### config.mk
export PLATFORM = sky130hd
export DESIGN_NAME = scs_engine
export DESIGN_NICKNAME = d
export VERILOG_FILES = /design/src/rtl/scs_pkg.sv /design/src/rtl/scs_accum.sv /design/src/rtl/scs_engine.sv
export SDC_FILE = /design/constraint.sdc
export NUM_CORES = 1
export LEC_CHECK = 0
export CORE_ASPECT_RATIO = 0.9
export CORE_UTILIZATION = 40
export DETAILED_ROUTE_END_ITERATION = 10
export SLEW_MARGIN = 30
export SYNTH_ARGS = -nofsm -noshare
export SYNTH_HDL_FRONTEND = slang
export SYNTH_SLANG_ARGS = --single-unit
### constraint.sdc
create_clock -name clock -period 3.6 [get_ports clock]
set_clock_uncertainty 0.05 [all_clocks]
set_input_delay 0.54 -clock clock [delete_from_list [all_inputs] [get_ports clock]]
set_output_delay 0.54 -clock clock [all_outputs]
set_load 0.05 [all_outputs]
### src/rtl/scs_pkg.sv
// scs_pkg: FSM state encoding and default parameter constants shared by the scs_engine slice
package scs_pkg;
    typedef enum logic [2:0] {IDLE, READ, DRAIN, WRITE, CHECK, DONE} state_t;
    localparam int RAM_WIDTH_DEF     = 8;
    localparam int RAM_ADDR_BITS_DEF = 10;
    localparam int SUM_BYTES_DEF     = 2;
    localparam int WEIGHT_STEPS_DEF  = 4;
endpackage

### src/rtl/scs_accum.sv
// scs_accum: weighted accumulator, sum += word << step (mod 2^SUM_W); ports: clock, reset (async low), clear, enable, word, step -> sum
module scs_accum #(
    parameter int RAM_WIDTH = 8,
    parameter int SUM_W     = 16
) (
    input  logic                 clock,
    input  logic                 reset,
    input  logic                 clear,
    input  logic                 enable,
    input  logic [RAM_WIDTH-1:0] word,
    input  logic [2:0]           step,
    output logic [SUM_W-1:0]     sum
);
    always_ff @(posedge clock or negedge reset)
        if (!reset) sum <= '0;
        else if (clear) sum <= '0;
        else if (enable) sum <= sum + (SUM_W'(word) << step);
endmodule

### src/rtl/scs_engine.sv
// scs_engine: weighted memory checksum generate/check engine; ports: clock, reset (async low), start/mode/base_addr/length request, busy/done/match/error/checksum status, write_enable/address/mem_input/mem_output memory port
import scs_pkg::*;
module scs_engine #(
    parameter int RAM_WIDTH     = RAM_WIDTH_DEF,
    parameter int RAM_ADDR_BITS = RAM_ADDR_BITS_DEF,
    parameter int SUM_BYTES     = SUM_BYTES_DEF,
    parameter int WEIGHT_STEPS  = WEIGHT_STEPS_DEF,
    parameter int SUM_W         = SUM_BYTES * RAM_WIDTH
) (
    input  logic                     clock,
    input  logic                     reset,
    input  logic                     start,
    input  logic                     mode,
    input  logic [RAM_ADDR_BITS-1:0] base_addr,
    input  logic [RAM_ADDR_BITS-1:0] length,
    output logic                     busy,
    output logic                     done,
    output logic                     match,
    output logic                     error,
    output logic [SUM_W-1:0]         checksum,
    output logic                     write_enable,
    output logic [RAM_ADDR_BITS-1:0] address,
    input  logic [RAM_WIDTH-1:0]     mem_output,
    output logic [RAM_WIDTH-1:0]     mem_input
);
    localparam int AB = RAM_ADDR_BITS;
    state_t state, next;
    logic [AB-1:0] base_q, len_q, idx, idx_m1;
    logic mode_q, rd_v, accept, range_bad;
    logic [2:0] step_q, rd_step;
    logic [AB+1:0] end_addr;
    logic [SUM_W-1:0] sum;
    logic [RAM_WIDTH-1:0] wr_byte, chk_byte;
    assign accept    = state == IDLE && start;
    assign end_addr  = (AB+2)'(base_addr) + (AB+2)'(length) + (AB+2)'(SUM_BYTES);
    assign range_bad = end_addr > {2'b01, {AB{1'b0}}};
    assign idx_m1    = idx - 1'b1;
    assign wr_byte   = RAM_WIDTH'(sum >> (32'(idx) * RAM_WIDTH));
    assign chk_byte  = RAM_WIDTH'(sum >> (32'(idx_m1) * RAM_WIDTH));
    // range errors and empty payloads both pass through DRAIN so no READ address is ever issued
    always_comb begin
        next = state;
        case (state)
            IDLE:    if (start) next = (range_bad || length == '0) ? DRAIN : READ;
            READ:    if (idx == len_q - 1'b1) next = DRAIN;
            DRAIN:   next = error ? DONE : mode_q ? CHECK : WRITE;
            WRITE:   if (idx == AB'(SUM_BYTES - 1)) next = DONE;
            CHECK:   if (idx == AB'(SUM_BYTES)) next = DONE;
            DONE:    next = IDLE;
            default: next = IDLE;
        endcase
    end
    always_ff @(posedge clock or negedge reset)
        if (!reset) begin
            state   <= IDLE;
            base_q  <= '0;
            len_q   <= '0;
            mode_q  <= 1'b0;
            idx     <= '0;
            step_q  <= '0;
            rd_v    <= 1'b0;
            rd_step <= '0;
            match   <= 1'b0;
            error   <= 1'b0;
        end else begin
            state   <= next;
            rd_v    <= state == READ;
            rd_step <= step_q;
            if (accept) begin
                base_q <= base_addr;
                len_q  <= length;
                mode_q <= mode;
                error  <= range_bad;
                match  <= 1'b0;
                idx    <= '0;
                step_q <= '0;
            end else if (state == READ) begin
                idx    <= next == READ ? idx + 1'b1 : '0;
                step_q <= step_q == 3'(WEIGHT_STEPS - 1) ? '0 : step_q + 1'b1;
            end else if (state == WRITE || state == CHECK) idx <= idx + 1'b1;
            if (state == DRAIN) match <= mode_q && !error;
            // read data lags the address by one cycle, so CHECK compares byte idx-1
            if (state == CHECK && idx != '0 && mem_output != chk_byte) match <= 1'b0;
        end
    scs_accum #(.RAM_WIDTH(RAM_WIDTH), .SUM_W(SUM_W)) u_accum (
        .clock  (clock),
        .reset  (reset),
        .clear  (accept),
        .enable (rd_v),
        .word   (mem_output),
        .step   (rd_step),
        .sum    (sum)
    );
    assign busy         = state != IDLE;
    assign done         = state == DONE;
    assign write_enable = state == WRITE;
    assign checksum     = sum;
    assign mem_input    = write_enable ? wr_byte : '0;
    assign address      = state == READ ? base_q + idx :
                          (write_enable || (state == CHECK && idx < AB'(SUM_BYTES))) ? base_q + len_q + idx : '0;
endmodule

==> reports/qor.yml, run 1 <==
finish:
  final_cell_mix: "nand2_1, nor2_1, clkdlybuf4s50_1, buf_4, dfrtp_1"
  stdcell_count: 1028
  final_util: 0.538
  fin_nets: 932
  area_growth_syn_to_layout_pct: 29.0
  antenna_cells: 0
  final_cell_area_um2: 7640
  layout-drive-gt1-share: 0.147
  fillers: 1347
  mostFrequentLayoutCell: "nand2_1"
pwr:
  p_leak_nw: 3.64
  clock_power_share: 0.481
  p_total_w: 0.00188
  power.internal_w: 0.00140
  swShare: 0.257
  switchingPower_w: 0.000484
  combPwrFrac: 0.163
  peakVddDrop_mv: 0.205
  p_per_area_nw_per_um2: 246
  power_frac_seq: 0.356
synthesis:
  yosys_register_bits: 59
  synth_top_cells_by_area: "dfrtp_1, ha_1, nand2_1"
  synth_top_area_cell: "dfrtp_1"
  ys.flop_type: "dfrtp_1"
  syn_nets: 824
  yosysUniqueCellTypes: 64
  synth_area_per_cell_um2: 8.20
  yosysSeqAreaShare: 0.249
  synth_area_um2: 5920
  async_reset_ff_frac: 1.00
  synth_edf_count: 0
  synth_warnings: 0
  syn_inst: 722
  yosysTopAreaCellShare: 0.249
sta:
  fmax_mhz: 282
  setup_viol: 0
  rsz0062_at_grt: "yes"
  worst_pin_slew_ns: 0.692
  period_minus_slack_ns: 3.55
  maxSlewViolCount: 0
  final-hold-violation-count: 0
  relSlewSlack: 0.539
  fin_crit_sh: 0.986
floorplanning:
  io_pins: 71
  die_area_um2: 15300
  rows: 41
  start_util: 0.417
  die_x_um: 130
  fp.dieH_um: 117
  core_area_um2: 14200
placement:
  dp_cells: 1010
  post-dp-hpwl_mm: 14.1
  port_buffers: 70
  gp_congestion: 0.901
  placement.cell_area_um2: 7240
grt:
  grt-ovfl-total: 0
  grt_pass1_wl_mm: 28.3
  grt_max_degree: 40
  antenna_found_initial: 0
  grt_pass1_vias: 5326
  track_usage: 0.240
clocking:
  clkLatencyLatePin_ns: 0.34
  hold_buffers: 0
  tritoncts: "yes"
  cts_max_level: 3
  clock-root-buffer: "clkbuf_16"
  path_clk_slew_ns: 0.05
  numCtsBuffers: 9
  cts_sinks: 59
  clock_tree.buffer_depth: 2
worst_setup_path:
  crit_chain: "fa_1 > ha_2 > fa_2 > a21o_1 > a21oi_2 > o21bai_1 > a21oi_2 > o21ai_1 > xnor2_1 > o22ai_2 > buf_12"
  crit_path_max_fanout: 2
  slowest_stage: "fa_1"
  cpPeakStageDelay_ns: 0.49
  path_class: "reg2out"
  cp-start-kind: "flip-flop"
  crit_required_ns: 3.01
  cp_common_cell: "a21oi_2"
  cp-end-kind: "output pin"
  arrival_ns: 2.96
drt:
  wl_mm: 17.5
  avgRoutedWirePerCell_um: 17.0
  viasPerCell: 5.61
  vias: 5768
  antenna_left: 0
  drc: 0
  dr.pass1.iters: 5
  initialDrtViolationCount: 340
hold_path:
  hp-class: "in2async"
run:
  drv_cap: 0
outcome:
  status: "finished clean"
==> worst max-delay path: cells and delay by family (launching register included) <==
family | cells | cell delay [ns]
AO/OA/AOI/OAI | 6 | 0.89
adder cells (fa/ha/maj) | 3 | 1.05
buffers and inverters | 1 | 0.16
XOR/XNOR | 1 | 0.13
flip-flops | 1 | 0.39
==> layout make-up <==
class / instances / area (um2) / area share
clock buffers: 12 / 267 / 0.0349
repair buffers: 126 / 1200 / 0.157
flip-flops and latches: 59 / 1480 / 0.194
well taps: 193 / 241 / 0.0316
multi-input cells: 593 / 4250 / 0.557
clock inverters: 4 / 47.5 / 0.00622
inverters: 41 / 154 / 0.0201
==> Yosys cell counts (all sizes together), types with 4 or more instances <==
master / instances
or3: 5
o31ai: 4
xor2: 18
nor2b: 6
o21ai: 36
nor2: 61
clkbuf: 25
mux2: 10
o32ai: 6
or2: 4
or4: 5
a21o: 14
buf: 4
nand3b: 4
a31oi: 15
a311oi: 4
nand3: 16
o21a: 5
nor4b: 8
a211oi: 10
o211ai: 4
and2: 5
fa: 13
mux2i: 31
nand2: 106
xnor2: 23
and3: 7
nand4: 4
o22ai: 11
nor3: 21
dfrtp: 59
nand2b: 5
ha: 57
inv: 41
a21oi: 39
nor4: 8
==> power groups by stage <==
| stage | registers, W | logic [W] | clock network [W] |
|---|---|---|---|
| 6_report | 0.000670 | 0.000307 | 0.000906 |
| 5_1_grt | 0.000670 | 0.000338 | 0.000946 |
| 4_1_cts | 0.000670 | 0.000302 | 0.000915 |
| 3_5_place_dp | 0.000681 | 0.000300 | 0 |
| 3_3_place_gp | 0.000681 | 0.000293 | 0 |
| 2_1_floorplan | 0.000685 | 0.000161 | 0 |
==> layer usage <==
layer,vias to the layer above,GRT usage,share of wire
li1,2818,-,-
met1,2755,0.375,0.51
met2,174,0.330,0.41
met3,21,0.0452,0.063
met4,0,0.0676,0.014
met5,-,0,0
==> path summary, 6_finish.rpt <==
kind | startpoint | endpoint | slack (ns) | cells after the start
max | idx[1]$_DFFE_PN0P_ | address[9] | 0.05 | 11
min in group clock | step_q[2]$_DFFE_PN0P_ | rd_step[2]$_DFF_PN0_ | 0.36 | 0
min reg2reg | step_q[2]$_DFFE_PN0P_ | rd_step[2]$_DFF_PN0_ | 0.36 | 0
min | reset | base_q[4]$_DFFE_PN0P_ | 0.13 | 1
max in group asynchronous | reset | base_q[0]$_DFFE_PN0P_ | 2.79 | 2
max reg2reg | rd_step[0]$_DFF_PN0_ | u_accum.sum[15]$_DFFE_PN0P_ | 0.30 | 12
==> repair_timing <==
action                                  4_1_cts  5_1_grt
pin swaps                                     4       16
endpoints found under the setup margin        3        5
setup buffers                                 2        0
resized for setup                            13        8
==> flip-flops by register name (all words and copies together) (netlist names) <==
register and count:
rd_v 1, rd_step 3, base_q 10, idx 10
len_q 10, mode_q 1, state 3, match 1
error 1, step_q 3, u_accum.sum 16
==> per-stage QoR <==
| stage | hold slack, ns | setup TNS, ns | setup slack [ns] |
|---|---|---|---|
| floorplan | 0.194 | 0 | 0.00504 |
| global placement | 0.347 | 0 | 0.0833 |
| detailed placement | 0.350 | -0.214 | -0.102 |
| CTS | 0.323 | 0 | 0.00899 |
| global route | 0.174 | -0.102 | -0.0751 |
| finish | 0.127 | 0 | 0.0514 |
==> cell families (layout without fill, tap and decap cells) <==
group / count (synthesis) / count (layout) / synth area share
DFF: 59 / 59 / 0.249
and+or+nand+nor: 269 / 269 / 0.219
xor gates and xnor gates: 41 / 41 / 0.0607
AOI/OAI and AO/OA: 172 / 172 / 0.191
adders and majority gates: 70 / 70 / 0.164
buffers and inverters: 70 / 183 / 0.0448
muxes: 41 / 41 / 0.0714
No activity file was read; power rests on OpenSTA's default activity.
==> inputs of run 2 (changes only) <==
--- a/config.mk
+++ b/config.mk
@@ -5,7 +5,7 @@
 export SDC_FILE = /design/constraint.sdc
 export NUM_CORES = 1
 export LEC_CHECK = 0
-export CORE_ASPECT_RATIO = 0.9
+export CORE_ASPECT_RATIO = 1.5
 export CORE_UTILIZATION = 40
 export DETAILED_ROUTE_END_ITERATION = 10
 export SLEW_MARGIN = 30
==> reports/qor.yml, run 2 (synthesis results as in run 1) <==
finish:
  antenna_cells: 0  # unchanged
  top_register: "u_accum.sum"
  fin_nets: 916  # -1.7%
  mostFrequentLayoutCell: "nand2_1"
  final_cell_mix: "nand2_1, nor2_1, dfrtp_1, clkdlybuf4s50_1, ha_1"
  layout-drive-gt1-share: 0.123  # -0.0240
  largest_reg_flops: 16  # unchanged
  area_growth_syn_to_layout_pct: 26.7
  stdcell_count: 1015  # -1.3%
  final_util: 0.516  # -0.0212
floorplanning:
  rows: 54  # +32%
  die_area_um2: 15300  # about the same
  fp.dieH_um: 151  # +29%
  io_pins: 71  # unchanged
  start_util: 0.408  # -0.00908
  die_x_um: 101  # -22%
  core_area_um2: 14500  # +2.2%
grt:
  grt_pass1_wl_mm: 28.4  # +0.54%
  grt_pass1_vias: 5859  # +10%
  antenna_found_initial: 0  # unchanged
  grt-ovfl-total: 0  # unchanged
  grt_max_degree: 27  # -33%
  track_usage: 0.242  # +0.00180
outcome:
  status: "finished with violations"
  violations: "negative setup slack"
clocking:
  cts_sinks: 59  # unchanged
  clock_tree.buffer_depth: 2  # unchanged
  numCtsBuffers: 9  # unchanged
  clock-root-buffer: "clkbuf_16"
  clkLatencyLatePin_ns: 0.33  # about the same
  tritoncts: "yes"
  path_clk_slew_ns: 0.06  # about the same
  hold_buffers: 0  # unchanged
  cts_max_level: 3  # unchanged
worst_setup_path:
  cp-end-kind: "output pin"
  critPathCapture: "address[9]"
  cpLargestDelayFamily: "adder cells"
  rr_startpoint: "rd_step[0]$_DFF_PN0_"
  crit_path_max_fanout: 2  # unchanged
  cp-start-kind: "flip-flop"
  critPathLaunch: "base_q[2]$_DFFE_PN0P_"
  arrival_ns: 3.02  # +0.06 ns
  cp_common_cell: "a21oi_2"
  crit_chain: "fa_1 > buf_6 > fa_2 > a21o_1 > a21oi_2 > o21bai_1 > a21oi_2 > o21ai_2 > xnor2_1 > o22ai_2 > buf_12"
  regToRegSetupSlack_ns: 0.30  # about the same
  ff2ff_path_depth: 11  # -1
  slowest_stage: "fa_1"
  crit_required_ns: 3.01  # about the same
  cp_num_cells: 11  # unchanged
  cpPeakStageDelay_ns: 0.52  # +0.03 ns
  r2r_end: "u_accum.sum[15]$_DFFE_PN0P_"
  crit_buf_inv: 2  # +1
  path_class: "reg2out"
drt:
  vias: 5758  # -0.17%
  dr.pass1.iters: 7  # +2
  avgRoutedWirePerCell_um: 17.4  # +2.1%
  antenna_left: 0  # unchanged
  viasPerCell: 5.67  # +1.1%
  wl_mm: 17.6  # +0.81%
  initialDrtViolationCount: 252  # -26%
  drc: 0  # unchanged
pwr:
  peakVddDrop_mv: 0.213  # +4.2%
  p_leak_nw: 3.57  # -2.0%
  p_per_area_nw_per_um2: 245  # -0.50%
sta:
  worst_pin_slew_ns: 0.738  # +0.0461 ns
  fin_setup_tns_ns: -0.0109  # -0.0109 ns
  fin_crit_sh: 1.00  # +0.0173
  rsz0062_at_grt: "yes"
  fin_ws_ns: -0.0109  # -0.0623 ns
  period_minus_slack_ns: 3.61  # +0.0623 ns
  relSlewSlack: 0.507  # -0.0319
  final-hold-violation-count: 0  # unchanged
  maxSlewViolCount: 0  # unchanged
  hold-worst-slack_ns: 0.0298  # -0.0976 ns
  fmax_mhz: 277  # -1.7%
  setup_viol: 1  # +1
run:
  drv_cap: 0  # unchanged
placement:
  post-dp-hpwl_mm: 13.9  # -1.6%
  gp_congestion: 0.909  # +0.88%
  port_buffers: 70  # unchanged
  dp_cells: 992  # -1.8%
hold_path:
  hp-class: "in2async"
-- run 2: cell count changes in the layout (fill, tap and decap cells not counted), moves of 2 or more --
cell	previous run	this run
buf_4	59	40
clkbuf_8	3	0
clkinvlp_4	1	3
dfrtp_1	57	59
dfrtp_2	2	0
fa_1	9	12
fa_2	4	1
inv_6	0	2
-- run 2: report_power, final --
part	internal [W]	switching, W
logic	0.000133	0.000165
registers	0.000665	0.00000425
clock network	0.000540	0.000333
-- run 2: final cells by class --
type	count	area, um2
fill	1397	7030
multi-input combinational	593	4230
sequential	59	1480
timing repair buffer	110	1090
tap	196	245
clock buffer	9	225
inverter	41	158
clock inverter	7	76.3
-- run 2: per-layer routing --
layer  share of wire  wire (um)  up-vias  global-route usage
li1                -          -     2778                   -
met1            0.37       6470     2759               0.238
met2            0.56       9810      165               0.482
met3           0.030        535       56              0.0272
met4           0.046        818        0               0.131
met5               0          0        -                   0
-- run 2: worst min-delay path by stage --
| stage | from | end | slack, ns |
|---|---|---|---|
| 2_1_floorplan | reset | base_q[0]$_DFFE_PN0P_ | 0.19 |
| 3_3_place_gp | step_q[2]$_DFFE_PN0P_ | rd_step[2]$_DFF_PN0_ | 0.34 |
| 3_5_place_dp | step_q[2]$_DFFE_PN0P_ | rd_step[2]$_DFF_PN0_ | 0.34 |
| 4_1_cts | reset | base_q[0]$_DFFE_PN0P_ | 0.02 |
| 5_1_grt | reset | rd_step[1]$_DFF_PN0_ | 0.04 |
| 6_report | reset | rd_step[1]$_DFF_PN0_ | 0.03 |
-- run 2: repair_timing --
item,4_1_cts,5_1_grt
gates resized for setup,10,5
endpoints found under the setup margin,3,6
endpoints found under the hold margin,0,0
buffers inserted,3,4
cloned,0,0
pin swaps,7,13
-- run 2: stage by stage --
| step | cell area (um2) | worst slack [ns] | power, W |
|---|---|---|---|
| after floorplan | 5930 | 0.00504 | 0.000846 |
| after global placement | 7100 | 0.0319 | 0.000965 |
| after detailed placement | 7100 | -0.0822 | 0.000972 |
| after CTS | 7470 | -0.0102 | 0.00185 |
| after global routing | 7500 | -0.101 | 0.00191 |
| final | 7500 | -0.0109 | 0.00184 |
==> inputs of run 3 (changes only) <==
--- a/config.mk
+++ b/config.mk
@@ -5,9 +5,12 @@
 export SDC_FILE = /design/constraint.sdc
 export NUM_CORES = 1
 export LEC_CHECK = 0
+export CELL_PAD_IN_SITES_DETAIL_PLACEMENT = 0
+export CELL_PAD_IN_SITES_GLOBAL_PLACEMENT = 1
 export CORE_ASPECT_RATIO = 1.5
 export CORE_UTILIZATION = 40
 export DETAILED_ROUTE_END_ITERATION = 10
+export PLACE_DENSITY_LB_ADDON = 0.1
 export SLEW_MARGIN = 30
 export SYNTH_ARGS = -nofsm -noshare
 export SYNTH_HDL_FRONTEND = slang
==> reports/qor.yml, run 3 (synthesis results as in run 1) <==
sta:
  fmax_mhz: 280  # +1.1%
  relSlewSlack: 0.471  # -0.0362
  maxSlewViolCount: 0  # unchanged
  period_minus_slack_ns: 3.57  # -0.0386 ns
  rsz0062_at_grt: "yes"
  fin_crit_sh: 0.992  # -0.0107
  worst_pin_slew_ns: 0.792  # +0.0542 ns
  final-hold-violation-count: 0  # unchanged
  setup_viol: 0  # -1
  fin_setup_tns_ns: 0  # +0.0109 ns
  fin_ws_ns: 0.0277  # +0.0386 ns
drt:
  antenna_left: 0  # unchanged
  avgRoutedWirePerCell_um: 17.7  # +2.0%
  vias: 5808  # +0.87%
  viasPerCell: 5.63  # -0.70%
  dr.pass1.iters: 7  # unchanged
  drc: 0  # unchanged
  wl_mm: 18.3  # +3.6%
  initialDrtViolationCount: 226  # -10%
placement:
  port_buffers: 70  # unchanged
  post-dp-hpwl_mm: 14.6  # +5.0%
  dp_cells: 1010  # +1.8%
  gp_congestion: 0.841  # -7.4%
  post-place-ws_ns: -0.187  # -0.105 ns
finish:
  stdcell_count: 1031  # +1.6%
  final_util: 0.524  # +0.00767
  antenna_cells: 0  # unchanged
  fin_nets: 932  # +1.7%
  largest_reg_flops: 16  # unchanged
  top_register: "u_accum.sum"
  final_cell_mix: "nand2_1, buf_4, nor2_1"
  mostFrequentLayoutCell: "nand2_1"
  area_growth_syn_to_layout_pct: 28.6
  layout-drive-gt1-share: 0.147  # +0.0240
clocking:
  cts_max_level: 3  # unchanged
  path_clk_slew_ns: 0.06  # about the same
  numCtsBuffers: 9  # unchanged
  tritoncts: "yes"
  cts_sinks: 59  # unchanged
  clock_tree.buffer_depth: 2  # unchanged
  clkLatencyLatePin_ns: 0.33  # about the same
  clock-root-buffer: "clkbuf_16"
worst_setup_path:
  cp-end-kind: "output pin"
  critPathCapture: "address[9]"
  rr_startpoint: "rd_step[0]$_DFF_PN0_"
  r2r_end: "u_accum.sum[10]$_DFFE_PN0P_"
  critPathLaunch: "len_q[2]$_DFFE_PN0P_"
  path_class: "reg2out"
  cp-start-kind: "flip-flop"
  crit_required_ns: 3.01  # about the same
  ff2ff_path_depth: 12  # +1
  regToRegSetupSlack_ns: 0.32  # +0.02 ns
  crit_path_max_fanout: 2  # unchanged
  arrival_ns: 2.98  # -0.04 ns
grt:
  antenna_found_initial: 0  # unchanged
  grt-ovfl-total: 0  # unchanged
  grt_max_degree: 28  # +3.7%
  track_usage: 0.253  # +0.0105
  grt_pass1_wl_mm: 29.6  # +4.0%
  grt_pass1_vias: 5877  # +0.31%
run:
  drv_cap: 0  # unchanged
pwr:
  p_per_area_nw_per_um2: 246  # +0.20%
  peakVddDrop_mv: 0.193  # -9.3%
  p_leak_nw: 3.66  # +2.5%
  p_total_w: 0.00187  # +1.7%
outcome:
  status: "finished clean"
floorplanning:
  die_x_um: 101  # unchanged
  fp.dieH_um: 151  # unchanged
  core_area_um2: 14500  # unchanged
  rows: 54  # unchanged
  die_area_um2: 15300  # unchanged
  io_pins: 71  # unchanged
  start_util: 0.408  # unchanged
hold_path:
  hp-class: "in2async"
## run 3: where the power goes
group | internal, W | switching, W | leakage (nW) | total (W)
combinational | 0.000141 | 0.000162 | 2.78 | 0.000303
sequential | 0.000665 | 0.00000460 | 0.734 | 0.000669
clock | 0.000548 | 0.000351 | 0.145 | 0.000899
## run 3: per-layer routing
layer | routed length, um | track usage | vias up
li1 | - | - | 2815
met1 | 6990 | 0.268 | 2817
met2 | 10300 | 0.496 | 138
met3 | 420 | 0.0258 | 38
met4 | 608 | 0.106 | 0
met5 | 0 | 0 | -
## run 3: cell type report
class | count | area [um2]
Fill cell | 1385 | 6910
Multi-Input combinational cell | 593 | 4230
Sequential cell | 59 | 1480
Timing Repair Buffer | 126 | 1190
Tap cell | 196 | 245
Clock buffer | 9 | 225
Inverter | 41 | 158
Clock inverter | 7 | 82.6
## run 3: how the worst min path moves through the flow
stage                                  end             startpoint  slack, ns
6_report       u_accum.sum[14]$_DFFE_PN0P_                  reset       0.22
5_1_grt        u_accum.sum[14]$_DFFE_PN0P_                  reset       0.26
4_1_cts        u_accum.sum[14]$_DFFE_PN0P_                  reset       0.23
3_5_place_dp          rd_step[2]$_DFF_PN0_  step_q[2]$_DFFE_PN0P_       0.35
3_3_place_gp          rd_step[1]$_DFF_PN0_  step_q[1]$_DFFE_PN0P_       0.34
2_1_floorplan        base_q[0]$_DFFE_PN0P_                  reset       0.19
## run 3: critical path, cell delays in order, from the launching register on
cell	delay, ns
dfrtp_1	0.43
fa_1	0.49
buf_4	0.16
fa_2	0.39
a21o_1	0.18
a21oi_2	0.15
o21bai_1	0.11
a21oi_2	0.16
o21ai_1	0.09
xnor2_1	0.14
o22ai_2	0.19
buf_12	0.17
## run 3: per-stage QoR
step | hold WS (ns) | area (um2)
after floorplan | 0.194 | 5930
after global placement | 0.338 | 7220
after detailed placement | 0.354 | 7220
after CTS | 0.227 | 7580
after global routing | 0.257 | 7610
final | 0.218 | 7610
## run 3: what timing repair did
| action | 4_1_cts | 5_1_grt |
|---|---|---|
| hold buffers | 0 | 0 |
| endpoints found under the setup margin | 3 | 7 |
| endpoints found under the hold margin | 0 | 0 |
| setup buffers | 3 | 2 |
| pin swaps | 7 | 4 |
| resized for setup | 9 | 7 |
